$ cat config.mk
export PLATFORM = sky130hd
export DESIGN_NAME = fetch_prefetch_queue
export DESIGN_NICKNAME = d
export VERILOG_FILES = /design/src/rtl/fetch_prefetch_queue.sv
export SDC_FILE = /design/constraint.sdc
export NUM_CORES = 1
export LEC_CHECK = 0
export ABC_AREA = 1
export ABC_CLOCK_PERIOD_IN_PS = 11900
export CAP_MARGIN = 20
export CORE_ASPECT_RATIO = 1.5
export CORE_MARGIN = 10
export CORE_UTILIZATION = 45
export CTS_CLUSTER_DIAMETER = 80
export CTS_CLUSTER_SIZE = 20
export DETAILED_ROUTE_END_ITERATION = 6
export PLACE_DENSITY = 0.67
export SETUP_SLACK_MARGIN = 0.4
export SYNTH_ARGS = -nofsm -noshare
export SYNTH_HDL_FRONTEND = slang
export SYNTH_SLANG_ARGS = --single-unit
export TNS_END_PERCENT = 5
$ cat constraint.sdc
create_clock -name clk -period 11.9 [get_ports clk]
set_input_delay 1.19 -clock clk [delete_from_list [all_inputs] [get_ports clk]]
set_output_delay 1.19 -clock clk [all_outputs]
set_load 0.03 [all_outputs]
$ cat src/rtl/fetch_prefetch_queue.sv
// Fetch front end: one-outstanding imem reader feeding a DEPTH-entry {instr, pc, pc+4} queue.
// Entry visible one cycle after rvalid; stops requesting while full, head held until out_ready.
module fetch_prefetch_queue #(
  parameter int              DEPTH    = 4,
  parameter int              ADDR_W   = 32,
  parameter int              INSTR_W  = 32,
  parameter logic [ADDR_W-1:0] RESET_PC = '0
) (
  input  logic                         clk,
  input  logic                         rst,
  input  logic                         redirect,
  input  logic [ADDR_W-1:0]            redirect_pc,
  output logic                         imem_req,
  output logic [ADDR_W-1:0]            imem_addr,
  input  logic                         imem_gnt,
  input  logic                         imem_rvalid,
  input  logic [INSTR_W-1:0]           imem_rdata,
  output logic                         out_valid,
  output logic [INSTR_W-1:0]           out_instr,
  output logic [ADDR_W-1:0]            out_pc,
  output logic [ADDR_W-1:0]            out_pc4,
  input  logic                         out_ready,
  output logic [$clog2(DEPTH+1)-1:0]   occupancy
);

  localparam int PTR_W = $clog2(DEPTH);
  localparam int OCC_W = $clog2(DEPTH+1);

  typedef enum logic [1:0] {IDLE, WAIT, DROP} state_t;

  state_t              state;
  logic [ADDR_W-1:0]   pc;
  logic [ADDR_W-1:0]   req_pc;
  logic [INSTR_W-1:0]  q_instr [DEPTH];
  logic [ADDR_W-1:0]   q_pc    [DEPTH];
  logic [ADDR_W-1:0]   q_pc4   [DEPTH];
  logic [PTR_W-1:0]    wr_ptr;
  logic [PTR_W-1:0]    rd_ptr;
  logic [OCC_W-1:0]    occ;

  logic                full;
  logic                push;
  logic                pop;
  logic                accept;
  logic [ADDR_W-1:0]   redirect_aligned;

  assign redirect_aligned = redirect_pc & ~ADDR_W'(3);
  assign full     = (occ == OCC_W'(DEPTH));
  // The single outstanding response always has a free slot because we only issue below DEPTH.
  assign imem_req = !rst && (state == IDLE) && !redirect && !full;
  assign accept   = imem_req && imem_gnt;
  assign push     = (state == WAIT) && imem_rvalid && !redirect;
  assign pop      = out_valid && out_ready && !redirect;

  assign imem_addr = pc;
  assign occupancy = occ;
  assign out_valid = (occ != '0);
  assign out_instr = q_instr[rd_ptr];
  assign out_pc    = q_pc[rd_ptr];
  assign out_pc4   = q_pc4[rd_ptr];

  always_ff @(posedge clk) begin
    if (rst) begin
      state  <= IDLE;
      pc     <= RESET_PC;
      req_pc <= '0;
      wr_ptr <= '0;
      rd_ptr <= '0;
      occ    <= '0;
      for (int i = 0; i < DEPTH; i++) begin
        q_instr[i] <= '0;
        q_pc[i]    <= '0;
        q_pc4[i]   <= '0;
      end
    end else begin
      if (redirect) begin
        pc <= redirect_aligned;
      end else if (accept) begin
        pc     <= pc + ADDR_W'(4);
        req_pc <= pc;
      end

      // A redirect with the response in flight must swallow that response later.
      case (state)
        IDLE:    if (accept) state <= WAIT;
        WAIT:    if (imem_rvalid) state <= IDLE;
                 else if (redirect) state <= DROP;
        DROP:    if (imem_rvalid) state <= IDLE;
        default: state <= IDLE;
      endcase

      if (redirect) begin
        wr_ptr <= '0;
        rd_ptr <= '0;
        occ    <= '0;
      end else begin
        if (push) begin
          assert (!full);
          q_instr[wr_ptr] <= imem_rdata;
          q_pc[wr_ptr]    <= req_pc;
          q_pc4[wr_ptr]   <= req_pc + ADDR_W'(4);
          wr_ptr          <= wr_ptr + PTR_W'(1);
        end
        if (pop) rd_ptr <= rd_ptr + PTR_W'(1);
        case ({push, pop})
          2'b10:   occ <= occ + OCC_W'(1);
          2'b01:   occ <= occ - OCC_W'(1);
          default: occ <= occ;
        endcase
      end
    end
  end

endmodule
==> flow_summary.json, run 1 <==
{
  "core-area_sq_um": 43870,
  "swShare": 0.2253,
  "max_clock_freq_ghz": 0.1885,
  "sequentialPowerShare": 0.617,
  "nets": 2318,
  "setup_viol_count_final": 0,
  "n_antenna_cell": 0,
  "ir_drop_mv": 0.08899,
  "yosysMostFrequentCell": "nor2_1",
  "hold_buffers": 0,
  "hp-class": "reg -> reg",
  "ys_types": 42,
  "place.gp.congestion": 0.8653,
  "cts_setup_buffers": 0,
  "maxSlewHeadroom": 0.2890,
  "crit_family": "buffers and inverters",
  "grt_use_total": 0.1999,
  "syn2layout_area_growth_pct": 15.10,
  "synth_top_area_frac": 0.5545,
  "worstSkewPairLatency_ns": 0.56,
  "synth_edf_count": 368,
  "fin_skew_ns": 0.01548,
  "dieArea_sq_um": 53270,
  "rsz0062_at_grt": "no",
  "slowest_delay_ns": 0.80,
  "die_x_microns": 191.8,
  "drive_above_1_share": 0.03227,
  "wire_per_inst_microns": 19.38,
  "vias_per_cell": 5.416,
  "crit_chain": "inv_4 > buf_4 > o21ai_0 > o22ai_1 > clkdlybuf4s50_1",
  "setup_slack_ns": 6.594,
  "portBuffers": 194,
  "core.rowCount": 94,
  "syn_area_sq_um": 19930,
  "clock_power_share": 0.310,
  "antenna_found_initial": 0,
  "required_ns": 10.71,
  "syn_area_per_cell_sq_um": 9.356,
  "crit_fanout": 99,
  "synthTopCellsByCount": "nor2_1, edfxtp_1, nand2_1",
  "grt_overflow": 0,
  "place.detailed.hpwl_microns": 33130,
  "tns_ns": 0,
  "slowest_stage": "buf_4",
  "htree_levels": 1,
  "power_leakage_nw": 8.572,
  "finalHoldViolations": 0,
  "p_int_mw": 2.186,
  "grt_max_degree": 100,
  "ys_top_cells_by_area": "edfxtp_1, nor2_1, dfxtp_1, o21ai_0, nand2_1",
  "finalPower_mw": 2.822,
  "num_vias": 15370,
  "p_comb_frac": 0.073,
  "clock_path_buffers": 3,
  "cts_tree": "done",
  "fin_util": 0.5228,
  "p_switching_mw": 0.6358,
  "io_pins": 203,
  "antenna_left": 0,
  "clock_sinks": 439,
  "finalCritPeriodShare": 0.4459,
  "syn_inst": 2130,
  "cp.arrival_ns": 4.12,
  "yosysWarningCount": 0,
  "clkSlewWorstSetupHoldPaths_ns": 0.07,
  "fin_area_sq_um": 22940,
  "drt-initial-drc-count": 1215,
  "max_slew.worst_pin.slew_ns": 1.067,
  "ys_seq_area_frac": 0.6259,
  "grt_pass1_vias": 15250,
  "pre_cts_ws_ns": 6.575,
  "power_density_nw_per_um2": 123.0,
  "ctsResizeCount": 0,
  "place_area_sq_um": 22220,
  "root_buffer": "clkbuf_16",
  "start_util": 0.4543,
  "routed_wl_microns": 55000,
  "outcome": "completed",
  "grt_pass1_wl_microns": 84240,
  "synth_flop_cell": "edfxtp_1",
  "drt_pass1_iterations": 5,
  "critical_path.endpoint_type": "primary output",
  "worstSetupPathType": "reg -> out",
  "detail_route.drc_violations": 0,
  "cts_buffers": 25,
  "dieHeight_microns": 277.7,
  "cap_violations": 0,
  "slew_violations": 0,
  "fin_crit_ns": 5.306,
  "ys_seq_elements": 439,
  "critPathBufInv": 3,
  "synth_top_cell_by_area": "edfxtp_1",
  "startpoint_type": "register",
  "async_flop_share": 0
}
worst reg2reg max path, cell delays in order (launching register included):
cell	delay, ns
dfxtp_1	0.34
inv_1	0.06
nor2_1	0.12
nand2_1	0.12
nor2_4	0.09
buf_4	0.61
nand2_1	0.67
nand2_8	0.86
area by class of cell:
type / count / area [sq um]
Sequential cell: 439 / 12480
Fill cell: 3925 / 20930
Inverter: 198 / 754.5
Tap cell: 576 / 720.7
Multi-Input combinational cell: 1372 / 6223
Timing Repair Buffer: 208 / 2059
Clock buffer: 45 / 701.9
worst paths after layout:
| path | depth (start not counted) | end | startpoint | slack [ns] |
|---|---|---|---|---|
| worst min-delay path | 2 | register | rd_ptr[1] | 0.46 |
| worst max-delay path | 5 | out_pc4[26] | register | 6.59 |
| worst min register to register | 2 | register | rd_ptr[1] | 0.46 |
| worst max register to register | 7 | q_pc[0][26] | state[0] | 8.58 |
layout by cell type (no fill, tap or decap), drive strengths merged:
master           n
nor2           604
edfxtp         368
nand2          250
o21ai          220
inv            197
clkdlybuf4s50  194
o22ai           92
nand3           73
dfxtp           71
a21oi           45
clkbuf          45
nor3            19
buf             14
a211oi          11
nand4            9
xor2             7
a31oi            7
xnor2            6
nand3b           6
conb             6
o211ai           4
ha               3
a21boi           2
a22oi            2
or2              2
clkinv           1
o21a             1
and2             1
o21bai           1
fa               1
registers in the layout, summed over array words and instances (netlist names), named ones only:
name and flops:
imem_addr 30, occupancy 3, q_instr 128, q_pc 120
q_pc4 120, rd_ptr 2, req_pc 30, state 2
wr_ptr 2
power groups by stage:
stage | Combinational (mW) | Sequential (mW) | Clock, mW
after floorplan | 0.104 | 1.78 | 0
after global placement | 0.206 | 1.77 | 0
after detailed placement | 0.207 | 1.77 | 0
after CTS | 0.208 | 1.74 | 0.890
after global routing | 0.222 | 1.75 | 0.942
final | 0.206 | 1.74 | 0.876
cells by family (layout without fill, tap and decap cells):
| family | after synthesis | count (layout) | synth area share |
|---|---|---|---|
| and+or+nand+nor | 964 | 964 | 0.1938 |
| DFF | 439 | 439 | 0.6259 |
| AOI/OAI and AO/OA | 385 | 385 | 0.1055 |
| buffers and inverters | 324 | 451 | 0.06605 |
| xor gates and xnor gates | 13 | 13 | 0.005714 |
| adders and majority gates | 4 | 4 | 0.002888 |
| other | 1 | 6 | 0.0001882 |
per-stage QoR:
step                      hold WS [ns]  std cells
after global placement          0.4403       2792
final                           0.4604       2838
after global routing            0.4847       2838
after CTS                       0.4651       2837
after detailed placement        0.4507       2792
after floorplan                 0.4356       2135
routing by layer:
layer | track usage | wire [microns] | vias to the layer above | part of all wire
li1 | - | - | 7348 | -
met1 | 0.2495 | 21880 | 7346 | 0.40
met4 | 0.07773 | 1861 | 0 | 0.034
met2 | 0.3412 | 27220 | 592 | 0.49
met5 | 0 | 0 | - | 0
met3 | 0.02776 | 4043 | 86 | 0.074
No activity file was read; power rests on OpenSTA's default activity.
==> run 2: changes to the inputs <==
Settings changed: ABC_CLOCK_PERIOD_IN_PS 11900 to 5060.
Clock period 11.9 ns to 5.06 ns, I/O delays scaled along.
==> run 2 against run 1 <==
  * Clock skew about the same
  * Wire length increased by 1.7%
  * Final cell count rose by 0.25%
  * Via count rose by 0.35%
  * Register-to-register slack lost 6.2 ns
  * Largest power group unchanged
==> flow_summary.json, run 2 (synthesis gave the netlist of run 1 again) <==
{
  "outcome": "completed",
  "grtUsageMet3": 0.02612,
  "critical_path.endpoint_type": "primary output",
  "max_clock_freq_ghz": 0.2400,
  "maxSlewHeadroom": 0.2920,
  "fin_skew_ns": 0.01532,
  "crit_top_cell": "buf_4",
  "r2r-end": "q_instr[0][30]",
  "fin_area_sq_um": 23020,
  "cp.arrival_ns": 3.66,
  "hold_buffers": 0,
  "finalPower_mw": 6.651,
  "core.rowCount": 94,
  "place.detailed.hpwl_microns": 34450,
  "setup_viol_count_final": 0,
  "nets": 2325,
  "antenna_found_initial": 0,
  "slowest_delay_ns": 0.89,
  "most-common-layout-cells": "nor2_1, edfxtp_1, nand2_1",
  "required_ns": 4.55,
  "slowest_stage": "clkinv_2",
  "fin_crit_ns": 4.166,
  "root_buffer": "clkbuf_16",
  "r2r_cells": 7,
  "grt_pass1_vias": 15600,
  "drive_above_1_share": 0.03482,
  "reg2reg_slack_ns": 2.37,
  "die_x_microns": 191.8,
  "drt_pass1_iterations": 5,
  "portBuffers": 194,
  "reg.largest.list": "q_instr x128, q_pc4 x120, q_pc x120",
  "startpoint_type": "register",
  "crit_chain": "buf_4 > clkinv_2 > buf_4 > o21ai_0 > o22ai_1 > clkdlybuf4s50_1",
  "grt_pass1_wl_microns": 85990,
  "finalHoldViolations": 0,
  "max_slew.worst_pin.slew_ns": 1.062,
  "clkSlewWorstSetupHoldPaths_ns": 0.08,
  "top_register": "q_instr",
  "met2_usage": 0.3651,
  "wire_per_inst_microns": 19.67,
  "core-area_sq_um": 43870,
  "cts_setup_buffers": 0,
  "routed_wl_microns": 55960,
  "antenna_left": 0,
  "ctsResizeCount": 0,
  "crit_fanout": 62,
  "vias_per_cell": 5.422,
  "cts_buffers": 25,
  "num_vias": 15430,
  "regToRegStartpoint": "state[0]",
  "met1_usage": 0.2479,
  "dieHeight_microns": 277.7,
  "drt-initial-drc-count": 1214,
  "n_antenna_cell": 0,
  "hp-class": "reg -> reg",
  "grt_busiest_layer": "met2",
  "dieArea_sq_um": 53270,
  "start_util": 0.4543,
  "endpoint": "out_pc4[10]",
  "critPathBufInv": 4,
  "place.gp.congestion": 0.8997,
  "cts_tree": "done",
  "ir_drop_mv": 0.2145,
  "clock_sinks": 439,
  "rsz0062_at_grt": "no",
  "path_depth": 6,
  "tns_ns": 0,
  "crit_family": "buffers and inverters",
  "detail_route.drc_violations": 0,
  "place_area_sq_um": 22320,
  "fin_util": 0.5248,
  "largest_reg_flops": 128,
  "worstSkewPairLatency_ns": 0.57,
  "power_density_nw_per_um2": 288.9,
  "slew_violations": 0,
  "grt_max_degree": 185,
  "syn2layout_area_growth_pct": 15.54,
  "layout_commonest_cell": "nor2_1",
  "grt_use_total": 0.2046,
  "worstSetupPathType": "reg -> out",
  "io_pins": 203,
  "finalCritPeriodShare": 0.8234,
  "cap_violations": 0,
  "power_leakage_nw": 8.615,
  "grt_overflow": 0,
  "htree_levels": 1,
  "clock_path_buffers": 3
}
-- run 2: cell count changes in the layout (fill, tap and decap cells not counted) --
| cell | delta |
|---|---|
| buf_12 | +5 |
| buf_4 | +2 |
| nand2_4 | +3 |
| nand2_8 | -3 |
| clkbuf_1 | +1 |
| clkbuf_2 | -1 |
-- run 2: cell type report --
type / count / area (sq um)
Multi-Input combinational cell: 1372 / 6197
Sequential cell: 439 / 12480
Timing Repair Buffer: 215 / 2175
Fill cell: 3949 / 20850
Clock buffer: 45 / 700.7
Tap cell: 576 / 720.7
Inverter: 198 / 754.5
-- run 2: tightest hold or removal path: stages (launching register included) --
cell and delay (ns):
dfxtp_1 0.30, inv_1 0.06, a21oi_1 0.07
-- run 2: where the power goes --
group | switching (mW) | internal [mW] | total [mW]
Combinational | 0.317 | 0.177 | 0.494
Sequential | 0.0627 | 4.03 | 4.09
Clock | 1.13 | 0.939 | 2.07
Total | 1.51 | 5.14 | 6.65
-- run 2: worst min path at each step --
stage | startpoint | endpoint | cells after the start
2_1_floorplan | rd_ptr[1] | register | 2
5_1_grt | rd_ptr[1] | register | 2
4_1_cts | rd_ptr[1] | register | 2
3_5_place_dp | rd_ptr[1] | register | 2
6_report | rd_ptr[1] | register | 2
3_3_place_gp | rd_ptr[1] | register | 2
-- run 2: per-stage QoR --
stage	instances	setup slack, ns	hold WS [ns]
after CTS	2845	0.8582	0.4773
final	2845	0.8936	0.4727
after global routing	2845	0.7347	0.5114
after floorplan	2135	1.263	0.4356
after detailed placement	2800	1.477	0.4626
after global placement	2800	1.476	0.4456
-- run 2: metal layers --
layer  part of all wire  vias up
met5                  0        -
met4              0.028        0
met3              0.066       78
met2               0.51      555
met1               0.39     7437
li1                   -     7356
